<file path="src/rtl/mem_arb_pkg.sv">
// Shared types and constants for the two-cache memory arbiter.
package mem_arb_pkg;

  // Arbiter FSM states
  typedef enum logic [1:0] {
    IDLE    = 2'b00,
    SERVE_I = 2'b01,
    SERVE_D = 2'b10
  } arb_state_t;

  // Debug grant encodings
  localparam logic [1:0] GNT_NONE = 2'b00;
  localparam logic [1:0] GNT_I    = 2'b01;
  localparam logic [1:0] GNT_D    = 2'b10;

  // Default line address and line data widths
  localparam int ADDR_W_DEF = 28;
  localparam int LINE_W_DEF = 128;

endpackage

</file>
<file path="src/rtl/mem_arb_pick.sv">
// Winner selection between I-cache and D-cache requests.
// Build option MEM_ARB_RR_EN: round-robin on ties using the last grant;
// otherwise fixed priority with D over I.
module mem_arb_pick (
  input  logic i_i_pend,
  input  logic i_d_pend,
`ifdef MEM_ARB_RR_EN
  input  logic i_last_d,
`endif
  output logic o_any,
  output logic o_pick_d
);

  assign o_any = i_i_pend | i_d_pend;

`ifdef MEM_ARB_RR_EN
  // On a tie, the side that did not win last time goes first.
  assign o_pick_d = i_d_pend & (~i_i_pend | ~i_last_d);
`else
  // D always wins; I only proceeds when D is quiet.
  assign o_pick_d = i_d_pend;
`endif

endmodule

</file>
<file path="src/rtl/mem_arbiter.sv">
// Shares one slow memory port between the I-cache and the D-cache.
// A winner's op/addr/wdata are captured in IDLE and presented to memory
// from registers until mem_ready; ready is routed back to the winner only.
// Build option MEM_ARB_RR_EN selects round-robin arbitration (see mem_arb_pick).
module mem_arbiter
  import mem_arb_pkg::*;
#(
  parameter int ADDR_W = ADDR_W_DEF,
  parameter int LINE_W = LINE_W_DEF
) (
  input  logic              clk,
  input  logic              rst_n,
  input  logic              i_read,
  input  logic              i_write,
  input  logic [ADDR_W-1:0] i_addr,
  input  logic [LINE_W-1:0] i_wdata,
  output logic [LINE_W-1:0] i_rdata,
  output logic              i_ready,
  input  logic              d_read,
  input  logic              d_write,
  input  logic [ADDR_W-1:0] d_addr,
  input  logic [LINE_W-1:0] d_wdata,
  output logic [LINE_W-1:0] d_rdata,
  output logic              d_ready,
  output logic              mem_read,
  output logic              mem_write,
  output logic [ADDR_W-1:0] mem_addr,
  output logic [LINE_W-1:0] mem_wdata,
  input  logic [LINE_W-1:0] mem_rdata,
  input  logic              mem_ready,
  output logic [1:0]        grant
);

  arb_state_t        r_state;
  logic [1:0]        r_grant;
  logic              r_op_read;
  logic              r_op_write;
  logic [ADDR_W-1:0] r_addr;
  logic [LINE_W-1:0] r_wdata;
  logic              w_i_pend;
  logic              w_d_pend;
  logic              w_any;
  logic              w_pick_d;
`ifdef MEM_ARB_RR_EN
  logic              r_last_d;
`endif

  assign w_i_pend = i_read | i_write;
  assign w_d_pend = d_read | d_write;

  mem_arb_pick u_pick (
    .i_i_pend (w_i_pend),
    .i_d_pend (w_d_pend),
`ifdef MEM_ARB_RR_EN
    .i_last_d (r_last_d),
`endif
    .o_any    (w_any),
    .o_pick_d (w_pick_d)
  );

  // Arbiter FSM: capture the winner's request in IDLE, hold it until mem_ready.
  // A simultaneous read+write is treated as a write.
  always_ff @(posedge clk or negedge rst_n) begin
    if (!rst_n) begin
      r_state    <= IDLE;
      r_grant    <= GNT_NONE;
      r_op_read  <= 1'b0;
      r_op_write <= 1'b0;
      r_addr     <= '0;
      r_wdata    <= '0;
`ifdef MEM_ARB_RR_EN
      r_last_d   <= 1'b0;
`endif
    end else begin
      case (r_state)
        IDLE: begin
          if (w_any) begin
            if (w_pick_d) begin
              r_state    <= SERVE_D;
              r_grant    <= GNT_D;
              r_op_write <= d_write;
              r_op_read  <= ~d_write;
              r_addr     <= d_addr;
              r_wdata    <= d_wdata;
            end else begin
              r_state    <= SERVE_I;
              r_grant    <= GNT_I;
              r_op_write <= i_write;
              r_op_read  <= ~i_write;
              r_addr     <= i_addr;
              r_wdata    <= i_wdata;
            end
`ifdef MEM_ARB_RR_EN
            r_last_d <= w_pick_d;
`endif
          end
        end
        SERVE_I, SERVE_D: begin
          if (mem_ready) begin
            r_state    <= IDLE;
            r_grant    <= GNT_NONE;
            r_op_read  <= 1'b0;
            r_op_write <= 1'b0;
          end
        end
        default: begin
          r_state    <= IDLE;
          r_grant    <= GNT_NONE;
          r_op_read  <= 1'b0;
          r_op_write <= 1'b0;
        end
      endcase
    end
  end

  assign mem_read  = r_op_read;
  assign mem_write = r_op_write;
  assign mem_addr  = r_addr;
  assign mem_wdata = r_wdata;
  assign grant     = r_grant;

  // Completion is combinational from mem_ready, steered to the granted side only;
  // mem_ready in IDLE reaches neither cache.
  assign i_ready = (r_state == SERVE_I) & mem_ready;
  assign d_ready = (r_state == SERVE_D) & mem_ready;

  // Read data is broadcast; each cache qualifies it with its own ready.
  assign i_rdata = mem_rdata;
  assign d_rdata = mem_rdata;

endmodule

</file>
<file path="config.mk">
export PLATFORM = sky130hd
export DESIGN_NAME = mem_arbiter
export DESIGN_NICKNAME = d
export VERILOG_FILES = /design/src/rtl/mem_arb_pkg.sv /design/src/rtl/mem_arb_pick.sv /design/src/rtl/mem_arbiter.sv
export SDC_FILE = /design/constraint.sdc
export NUM_CORES = 1
export LEC_CHECK = 0
export CAP_MARGIN = 0
export CORE_AREA = 2 2 336 338
export DETAILED_ROUTE_END_ITERATION = 10
export DIE_AREA = 0 0 338 340
export GPL_ROUTABILITY_DRIVEN = 0
export PLACE_DENSITY = 0.37
export SLEW_MARGIN = 20
export SYNTH_ARGS = -nofsm -noshare
export SYNTH_HDL_FRONTEND = slang
export SYNTH_SLANG_ARGS = --single-unit
</file>
<file path="constraint.sdc">
create_clock -name clk -period 1.9 [get_ports clk]
set_input_delay 0.19 -clock clk [delete_from_list [all_inputs] [get_ports clk]]
set_output_delay 0.19 -clock clk [all_outputs]
set_load 0.01 [all_outputs]
</file>
== Yosys cells after proc, flatten, opt, wreduce, memory -nomap -nowiden ==
Cells that the tools add are included.
Cells by class
  add/subtract/negate cells: 0
  equal/unequal tests: 4
  reduce and logical (&&, ||, !) cells: 4
  multipliers: 0
  shift-type cells: 0
  $lt $le $gt $ge: 0
  bitwise logic cells: 7
  div/mod/pow operators: 0
  multiplexer cells: 13
Operators by type and width (count)
  two-way mux 128 bit: 1
  two-way mux 28 bit: 1
  two-way mux 2 bit: 3
  two-way mux 1 bit: 5
  case mux 1 bit (2 select lines): 2
  case mux 2 bit (2 select lines): 1
  AND reduction 2 bit: 2
  bitwise OR 1 bit: 3
  bitwise AND 1 bit: 2
  equality test 2 x 1 -> 1 bit, second input constant: 1
  equality test 2 bit, second input constant: 1
  logical NOT 2 bit: 1
  != test 2 x 1 -> 1 bit, second input constant: 1
  != test 2 bit, second input constant: 1
  NOT 1 bit: 2
  OR reduction 2 bit: 1
Storage, ports and cells
  input port bits: 447
  ROM bits: 0
  register bits: 160
  latch bits: 0
  output and inout bits: 418
  RAM bits: 0
  memories: 0

== Longest topological paths before layout ==
Gate-level depths: netlist of the first run.
  word-level depth: 4
  gate-level depth with buffers: 8

== Cells and area by module ==
From an unflattened synthesis of the first run, not the netlist that was laid out.
Unflattened totals
  cell total of the unflattened synthesis: 963
  area total of the unflattened synthesis: 9390.3 µm²
By module, submodules not included
  mem_arbiter: area an instance 9376.5 µm², cells an instance 961, times used 1
  mem_arb_pick: area an instance 13.8 µm², cells an instance 2, times used 1

== Least setup slack after synthesis of the first run ==
OpenSTA, ideal clock, no wires.
  path type: reg2reg
  start point: reg, netlist name grant[0]
  end point: reg r_wdata[111], in the netlist mem_wdata[111]
  setup slack: 320 ps
  data required time: 1772 ps
  period minus slack after synthesis: 1580 ps
  setup time: 128 ps
  data arrival time: 1452 ps
  cell stages (with the launch flop): 9
  path through: dfrtp_1 > inv_1 > ha_1 > o41ai_4 > buf_4 > buf_6 > buf_6 > nand2_1 > o21ai_0
RTL lines
  end signal: assignment: line mem_arbiter.sv:84  | r_wdata <= d_wdata;
  end signal: assignment: line mem_arbiter.sv:91  | r_wdata <= i_wdata;
  end: declaration: line mem_arbiter.sv:39  | logic [LINE_W-1:0] r_wdata;

==> results of run 1 <==
path summary, 6_finish.rpt:
check	from	end	slack, ns
worst max register to register	grant[1]	mem_wdata[81]	0.17
worst min-delay path	rst_n	mem_wdata[119]	0.21
worst min register to register	mem_wdata[111]	mem_wdata[111]	0.48
min in group clk	i_wdata[28]	mem_wdata[28]	0.34
max in group asynchronous	rst_n	mem_wdata[97]	1.03
worst max-delay path	grant[1]	i_ready	0.12
power by group through the flow:
stage / sequential (mW) / clock (mW) / combinational (mW)
2_1_floorplan: 6.82 / 0 / 3.53
3_3_place_gp: 6.12 / 0 / 9.69
3_5_place_dp: 6.17 / 0 / 9.72
4_1_cts: 6.14 / 4.02 / 9.72
5_1_grt: 6.35 / 4.11 / 10.4
6_report: 6.08 / 3.73 / 9.35
registers in the layout, summed over array words and instances (netlist names):
name       count
grant          2
mem_addr      28
mem_read       1
mem_wdata    128
mem_write      1
layout make-up:
| type | instances | area [sq um] | area share, % |
|---|---|---|---|
| timing repair buffer | 563 | 5530 | 36.5 |
| sequential | 160 | 4000 | 26.4 |
| multi-input combinational | 493 | 3120 | 20.6 |
| tap | 1500 | 1880 | 12.4 |
| clock buffer | 17 | 425 | 2.81 |
| clock inverter | 15 | 174 | 1.15 |
| inverter | 3 | 11.3 | 0.0743 |
through the flow:
step                      cell area (sq um)  instances  hold slack, ns  power, mW  setup TNS, ns
after global routing                  15100       2751           0.213       20.9              0
after global placement                14500       2718           0.207       15.8         -10.68
after CTS                             15100       2751           0.185       19.9              0
after detailed placement              14500       2718           0.213       15.9         -17.23
final                                 15100       2751           0.215       19.2              0
after floorplan                        9360        963          -0.106       10.3              0
worst max-delay path: stages (launching register included):
cell	delay [ns]
sky130_fd_sc_hd__dfrtp_1	0.41
sky130_fd_sc_hd__inv_1	0.10
sky130_fd_sc_hd__ha_1	0.18
sky130_fd_sc_hd__and2_1	0.14
sky130_fd_sc_hd__dlygate4sd2_1	0.28
cells by family (layout without fill, tap and decap cells):
group	Yosys count	after routing	share of synthesized area [%]
AOI/OAI and AO/OA	167	167	9.28
adders and majority gates	3	3	0.401
buffers and inverters	310	598	24.0
DFF	160	160	42.8
muxes	156	156	16.7
and+or+nand+nor	167	167	6.90
placed cells by master (no fill, tap or decap), drive strengths merged:
cell,count
clkinv,2
clkdlybuf4s50,473
mux2i,156
dlygate4sd2,2
o21ai,158
buf,86
clkinvlp,3
and2,3
dlygate4sd3,1
bufinv,2
nor4,1
o41ai,1
a22oi,1
nand2b,1
ha,3
dfrtp,160
o22ai,1
nor2b,1
a211o,1
nand3,1
o211ai,1
a21oi,4
clkbuf,18
nor2,2
nand2,158
inv,11
metal layers:
layer	share of wire [%]	wire length [microns]
met5	0	0
met4	5.0	1890
met3	12	4710
met2	47	17600
met1	36	13500
timing repair:
item / in CTS / in global routing
endpoints found under the hold margin: 32 / 0
setup endpoints to repair: 2 / 42
gates resized for setup: 2 / 1
hold buffers: 1 / 0
==> impl.org, run 1 <==
** Yosys
- The most common cell in the synthesized netlist is sky130_fd_sc_hd__buf_4.
- Cell area after synthesis :: 9360 sq um
- In this run, synthesis inferred 0 flip-flops with an integrated enable.
- Largest cells by area after synthesis :: sky130_fd_sc_hd__dfrtp_1, sky130_fd_sc_hd__buf_4, sky130_fd_sc_hd__mux2i_1
- Area share of the leading cell type in the synthesized netlist :: between 40% and 50%
- Largest area contributor in the netlist :: sky130_fd_sc_hd__dfrtp_1
- Synth Area per Inst :: 9.72 sq um
- Sequential elements use a little over two fifths of the synthesized area.
- The number of different library cells used by synthesis comes to 25.
- After synthesis the netlist holds a flip-flop and latch count of 160.
- For this run, the number of Yosys warnings is 0.
- Share of synthesized registers carrying an async set or reset :: 100%
- Cell count after synthesis :: 963
- Synth Flop Type :: sky130_fd_sc_hd__dfrtp_1
- In the synthesized netlist, the cells that appear most often are sky130_fd_sc_hd__buf_4, sky130_fd_sc_hd__dfrtp_1, sky130_fd_sc_hd__nand2_1.
- Total nets after synthesis :: 1413

** Power and ir drop
- Of the total power, the share spent switching nets is 37.4%.
- In this run the static leakage power is 5.75 nW.
- Sequential Power Share :: between 30% and 40%
- Fraction of power consumed by the clock network :: 19.5%
- Part of the power in combinational logic :: 48.8%
- Reported net switching power :: 7.16 mW
- Cell internal pwr :: ~12 mW
- VDD sags by at most about 0.48 mV.
- Pwr dens :: 1260 nW/um^2

** Status
- Result of the run :: completed

** STA
- The final-report max-slew violation count was 0.
- Relative slew slack :: 63.7%
- Setup repair after global routing left no endpoint under its margin.
- For the finished layout, the period the worst path requires is 1.78 ns.
- Final hold violation count :: 0
- Between clock sinks in the finished design, the worst skew comes to 0.0108 ns.
- Slew @ Worst Pin :: 0.545 ns
- Crit share post-route :: approximately 93%
- Setup-failing EPs final :: 0
- Final critical-path setup slack :: 0.125 ns
- Fmax :: 0.563 GHz

** Floorplanning
- Core region area :: approximately 110000 sq um
- Initial cell density of the core :: 8.39%
- Number of top-level design ports :: 865
- DIE WIDTH :: 338 microns
- Die ar. :: approximately 110000 sq um
- Cell row count :: ~120
- Die height :: 340 microns

** Clock network
- CTS Root Buffer Type :: sky130_fd_sc_hd__clkbuf_16
- Worst-path clk slew :: around 0.08 ns
- Buffer depth of the longest clock path :: 2
- TritonCTS clock tree :: yes
- H-tree levels :: 4
- The tree built by TritonCTS fans out to 160 sinks.
- Post-CTS timing repair inserted 0 buffers for setup.
- Clock buffer count from CTS :: 17
- Latest clock arrival within the worst-skew pair :: 0.49 ns

** GRT
- Global routing usage on met2 :: 10.7%
- Remaining global-route overflow :: 0
- Met1 demand-to-capacity share in global routing :: under 10%
- Total global routing track utilization :: under 10%
- The via count of the first global-routing pass is 8110.
- First-pass GRT wire length :: 52.5 mm
- Global routing consumed, on the met3 layer, under 10% of the routing resources.
- Pin count of the biggest net entering global routing :: 59
- Global routing's busiest layer :: met2
- The number of antenna violations at the first check in global routing came to 0.

** Detailed routing
- Summed over all layers, the routed wires come to approximately 38 mm.
- Pre-antenna DRT Iters :: 4
- For this run, design rule violations remaining after detail routing come to 0.
- Routed len/inst :: 13.7 microns
- In the routed layout, each cell is associated on average with a via count of approximately 2.7.
- DRT iter0 DRCs :: 157
- DR vias :: between 7000 and 8000
- Antenna-violating nets left :: 0

** Placement
- Number of port buffers :: 480
- Post-detailed-placement half-perimeter wirelength :: 31.4 mm
- Setup slack at placement :: -0.316 ns

** Run
- The tool flagged a number of max-cap violations equal to 0.

** Worst setup path
- CP Max Fanout :: 3
- The worst setup path is captured at an output pin.
- Worst path arrival time :: 1.59 ns
- Measured in cells, the most critical reg-to-reg path has a length of 7.
- Required @ worst endpoint :: 1.71 ns
- By startpoint and endpoint, the worst setup path is classified as reg2out.
- Element type at the critical path start :: register

** Final layout
- Area grow syn2layout :: 61.8%
- The number of antenna diodes in the final layout is 0.
- Nets :: 1688
- In the final layout, the share of cells above drive strength 1 is under 10%.
- Counting the fill cells in the layout gives 12644.
- For this run, the share of the core covered by cells in the final layout is 13.6%.

** Min path
- Class of the tightest hold or removal check :: in2async
No activity file was read; power rests on OpenSTA's default activity.
==> run 2, diff against run 1 <==
ABC_AREA = 1   (was default)
CAP_MARGIN = 20   (was 0)
CORE_AREA = 2 2 339 341   (was 2 2 336 338)
DIE_AREA = 0 0 341 343   (was 0 0 338 340)
PLACE_DENSITY = 0.38   (was 0.37)
==> impl.org, run 2 <==
** STA
- The final critical delay including setup and external delays came to 1.76 ns (-0.0116 ns).
- Minimum hold slack :: 0.232 ns (+0.0172 ns)
- Crit share post-route :: 92.8% (-0.61 points)
- The worst relative slew slack came to 70.8% (+7.1 points).
- The final-report setup violation count was 0 (unchanged).
- Fmax :: 0.567 GHz (+0.66%)
- The transition at the pin with the smallest max-transition slack was 0.438 ns (-0.106 ns).
- Final critical-path setup slack :: 0.136 ns (+0.0116 ns)
- Final hold violation count :: 0 (unchanged)
- The final-report max-slew violation count is 0 (unchanged).
- Clock Skews :: 0.00670 ns (-0.00409 ns)
- Setup repair after global routing left no endpoint under its margin.

** Yosys
- Largest cells by area after synthesis :: sky130_fd_sc_hd__dfrtp_1, sky130_fd_sc_hd__buf_4, sky130_fd_sc_hd__nand2_1
- Post-synthesis sequential area ratio :: 40.8% (-1.9 points)
- Total of warnings raised by yosys :: 0 (unchanged)
- EDFF count, synth :: 0 (unchanged)
- Most frequent cells after synthesis :: sky130_fd_sc_hd__nand2_1, sky130_fd_sc_hd__buf_4, sky130_fd_sc_hd__o21ai_0
- Among all flip-flop cells after synthesis, the most frequent one is sky130_fd_sc_hd__dfrtp_1.
- The post-synthesis cell area was 9800 sq um (+4.7%).
- Library cells used by synthesis :: 18 (-28%)
- Flop and latch count out of synthesis :: 160 (unchanged)
- sky130_fd_sc_hd__nand2_1 is the most common cell in the netlist.
- The average instance area after synthesis came to 7.55 sq um (-22%).
- The net count after synthesis came to 1748 (+24%).
- Cell count after synthesis :: 1298 (+35%)
- The post-synthesis async set-or-reset flop share is 100% (unchanged).
- Area share of the leading cell type in the synthesized netlist :: 40.8% (-1.9 points)
- Largest area contributor in the netlist :: sky130_fd_sc_hd__dfrtp_1

** GRT
- The overflow left after global routing is 0 (unchanged).
- First-pass GRT wire length :: 68.0 mm (+29%)
- Total global routing track utilization :: 8.41% (+2.0 points)
- The via count of the first global-routing pass came to 8543 (+5.3%).
- Antenna violations before repair :: 1 (+1)
- The pin count of the biggest net entering global routing is 61 (+3.4%).

** Floorplanning
- Initial cell density of the core :: 8.64% (+0.25 points)
- The die area came to 117000 sq um (+1.8%).
- DIE WIDTH :: 341 microns (+0.89%)
- The number of top-level pins was 865 (unchanged).
- Cell row count :: 124 (+0.81%)
- Die height :: 343 microns (+0.88%)
- The area of the core was 113000 sq um (+1.6%).

** Worst setup path
- CP Max Fanout :: 3 (unchanged)
- Critical Path End Type :: output pin
- The signal arrival time at the worst endpoint came to 1.57 ns (-0.02 ns).
- Element type at the critical path start :: register
- The critical path is of the reg2out type.
- Worst R2R Path Depth :: 7 (unchanged)
- The required time of the worst setup path came to 1.71 ns (about the same).

** Final layout
- Antenna cell count :: 0 (unchanged)
- The number of nets in the final layout came to 1988 (+18%).
- The number of flip-flops in the largest register was 128 (unchanged).
- Share of final-layout standard cells stronger than drive strength 1 :: 6.65% (-3.1 points)
- The core occupancy in the finished layout was 13.7% (+0.12 points).
- Area grow syn2layout :: 58.4%
- Layout Cell Area excl Fill :: 15500 sq um (+2.5%)
- The final non-filler cell total came to 3061 (+11%).
- Most frequent cells in the layout :: sky130_fd_sc_hd__clkdlybuf4s50_1, sky130_fd_sc_hd__nand2_1, sky130_fd_sc_hd__o21ai_0, sky130_fd_sc_hd__inv_1, sky130_fd_sc_hd__dfrtp_1
- Most common cell after layout, fill and taps aside :: sky130_fd_sc_hd__clkdlybuf4s50_1

** Power and ir drop
- Worst VDD drop :: 0.734 mV (+53%)
- Pwr dens :: 1320 nW/um^2 (+4.6%)
- The leakage power is 6.38 nW (+11%).

** Placement
- The number of buffers inserted by port buffering was 480 (unchanged).
- Post-detailed-placement half-perimeter wirelength :: 42.4 mm (+35%)
- Placement Cell Area :: 14900 sq um (+2.6%)
- Dpl cells :: 3029 (+11%)
- The post-placement setup slack came to -0.0589 ns (+0.257 ns).

** Detailed routing
- The routed wire length was 50.4 mm (+34%).
- Routed len/inst :: 16.5 microns (+20%)
- DRT iter0 DRCs :: 366 (+130%)
- The number of detailed-routing iterations run before antenna repair was 5 (+1).
- DR vias :: 8586 (+18%)
- The via count normalized by instance count was 2.80 (+5.7%).
- The remaining antenna violation count after routing is 0 (unchanged).
- The number of remaining DRC errors came to 0 (unchanged).

** Clock network
- The tree is rooted in a sky130_fd_sc_hd__clkbuf_16.
- Worst-path clk slew :: 0.07 ns (about the same)
- The number of clock sinks was 160 (unchanged).
- Buffer depth of the longest clock path :: 2 (unchanged)
- Clock buffer count from CTS :: 17 (unchanged)
- H-tree levels :: 4 (unchanged)
- TritonCTS built the clock tree.
- Latest clock arrival within the worst-skew pair :: 0.48 ns (about the same)

** Run
- The number of violations of the max-capacitance limit was 0 (unchanged).

** Status
- Result of the run :: completed

** Min path
- Class of the tightest hold or removal check :: in2async
[run 2: changes by cell type after synthesis, moves of 3 or more]
| cell | change |
|---|---|
| sky130_fd_sc_hd__inv_1 | +160 |
| sky130_fd_sc_hd__and2_1 | -3 |
| sky130_fd_sc_hd__clkbuf_1 | +16 |
| sky130_fd_sc_hd__o21ai_0 | +148 |
| sky130_fd_sc_hd__o21ai_1 | +6 |
| sky130_fd_sc_hd__a21oi_1 | -3 |
| sky130_fd_sc_hd__mux2i_1 | -156 |
| sky130_fd_sc_hd__nand4_1 | +3 |
| sky130_fd_sc_hd__nand2_1 | +168 |
[run 2: cell families after synthesis]
group | synth area share (%)
flip-flops | 40.8
AND/OR/NAND/NOR | 13.1
AO/OA/AOI/OAI | 16.0
adder cells (fa/ha/maj) | 0.383
buffers and inverters | 29.7
[run 2: area by class of cell]
cell class,count,area (sq um)
Clock inverter,9,158
Clock buffer,21,450
Inverter,163,612
Tap cell,1512,1890
Multi-Input combinational cell,651,2900
Fill cell,13011,97900
Timing Repair Buffer,545,5510
Sequential cell,160,4010
[run 2: path summary, 6_finish.rpt]
check	slack, ns	from	endpoint
setup / recovery	0.14	grant[1]	grant[1]
hold / removal	0.23	rst_n	mem_wdata[102]
setup reg to reg	0.29	grant[0]	mem_wdata[50]
hold reg to reg	0.48	mem_wdata[15]	mem_wdata[15]
max in group asynchronous	1.00	rst_n	mem_wdata[118]
min in group clk	0.34	d_addr[23]	mem_addr[23]
[run 2: through the flow]
step           total power, mW  TNS (ns)
2_1_floorplan             10.5         0
3_3_place_gp              17.1    -0.148
3_5_place_dp              17.1    -0.165
4_1_cts                   21.3         0
5_1_grt                   22.3         0
6_report                  20.5         0
[run 2: power by group]
part | switching [mW] | internal [mW] | total, mW
Clock | 1.65 | 2.22 | 3.88
Sequential | 1.14 | 5.16 | 6.30
Combinational | 5.15 | 5.22 | 10.4
Total | 7.94 | 12.6 | 20.5
[run 2: what timing repair did]
item / 4_1_cts / 5_1_grt
hold buffers: 1 / 0
endpoints found under the hold margin: 50 / 0
gates resized for setup: 7 / 0
setup buffers: 1 / 0
endpoints found under the setup margin: 5 / 0
[run 2: critical path, cell delays in order (launching register included)]
cell                              delay (ns)
sky130_fd_sc_hd__dfrtp_1                0.39
sky130_fd_sc_hd__buf_4                  0.15
sky130_fd_sc_hd__clkdlybuf4s50_1        0.56
[run 2: per-layer routing]
layer  up-vias  track usage [%]  wire [microns]  share of wire [%]
li1       4238                -               -                  -
met1      3624             9.08           19300                 38
met2       632             12.4           21600                 43
met3        86             6.09            8010                 16
met4         6             3.56            1480                2.9
met5         -            0.761             136               0.27
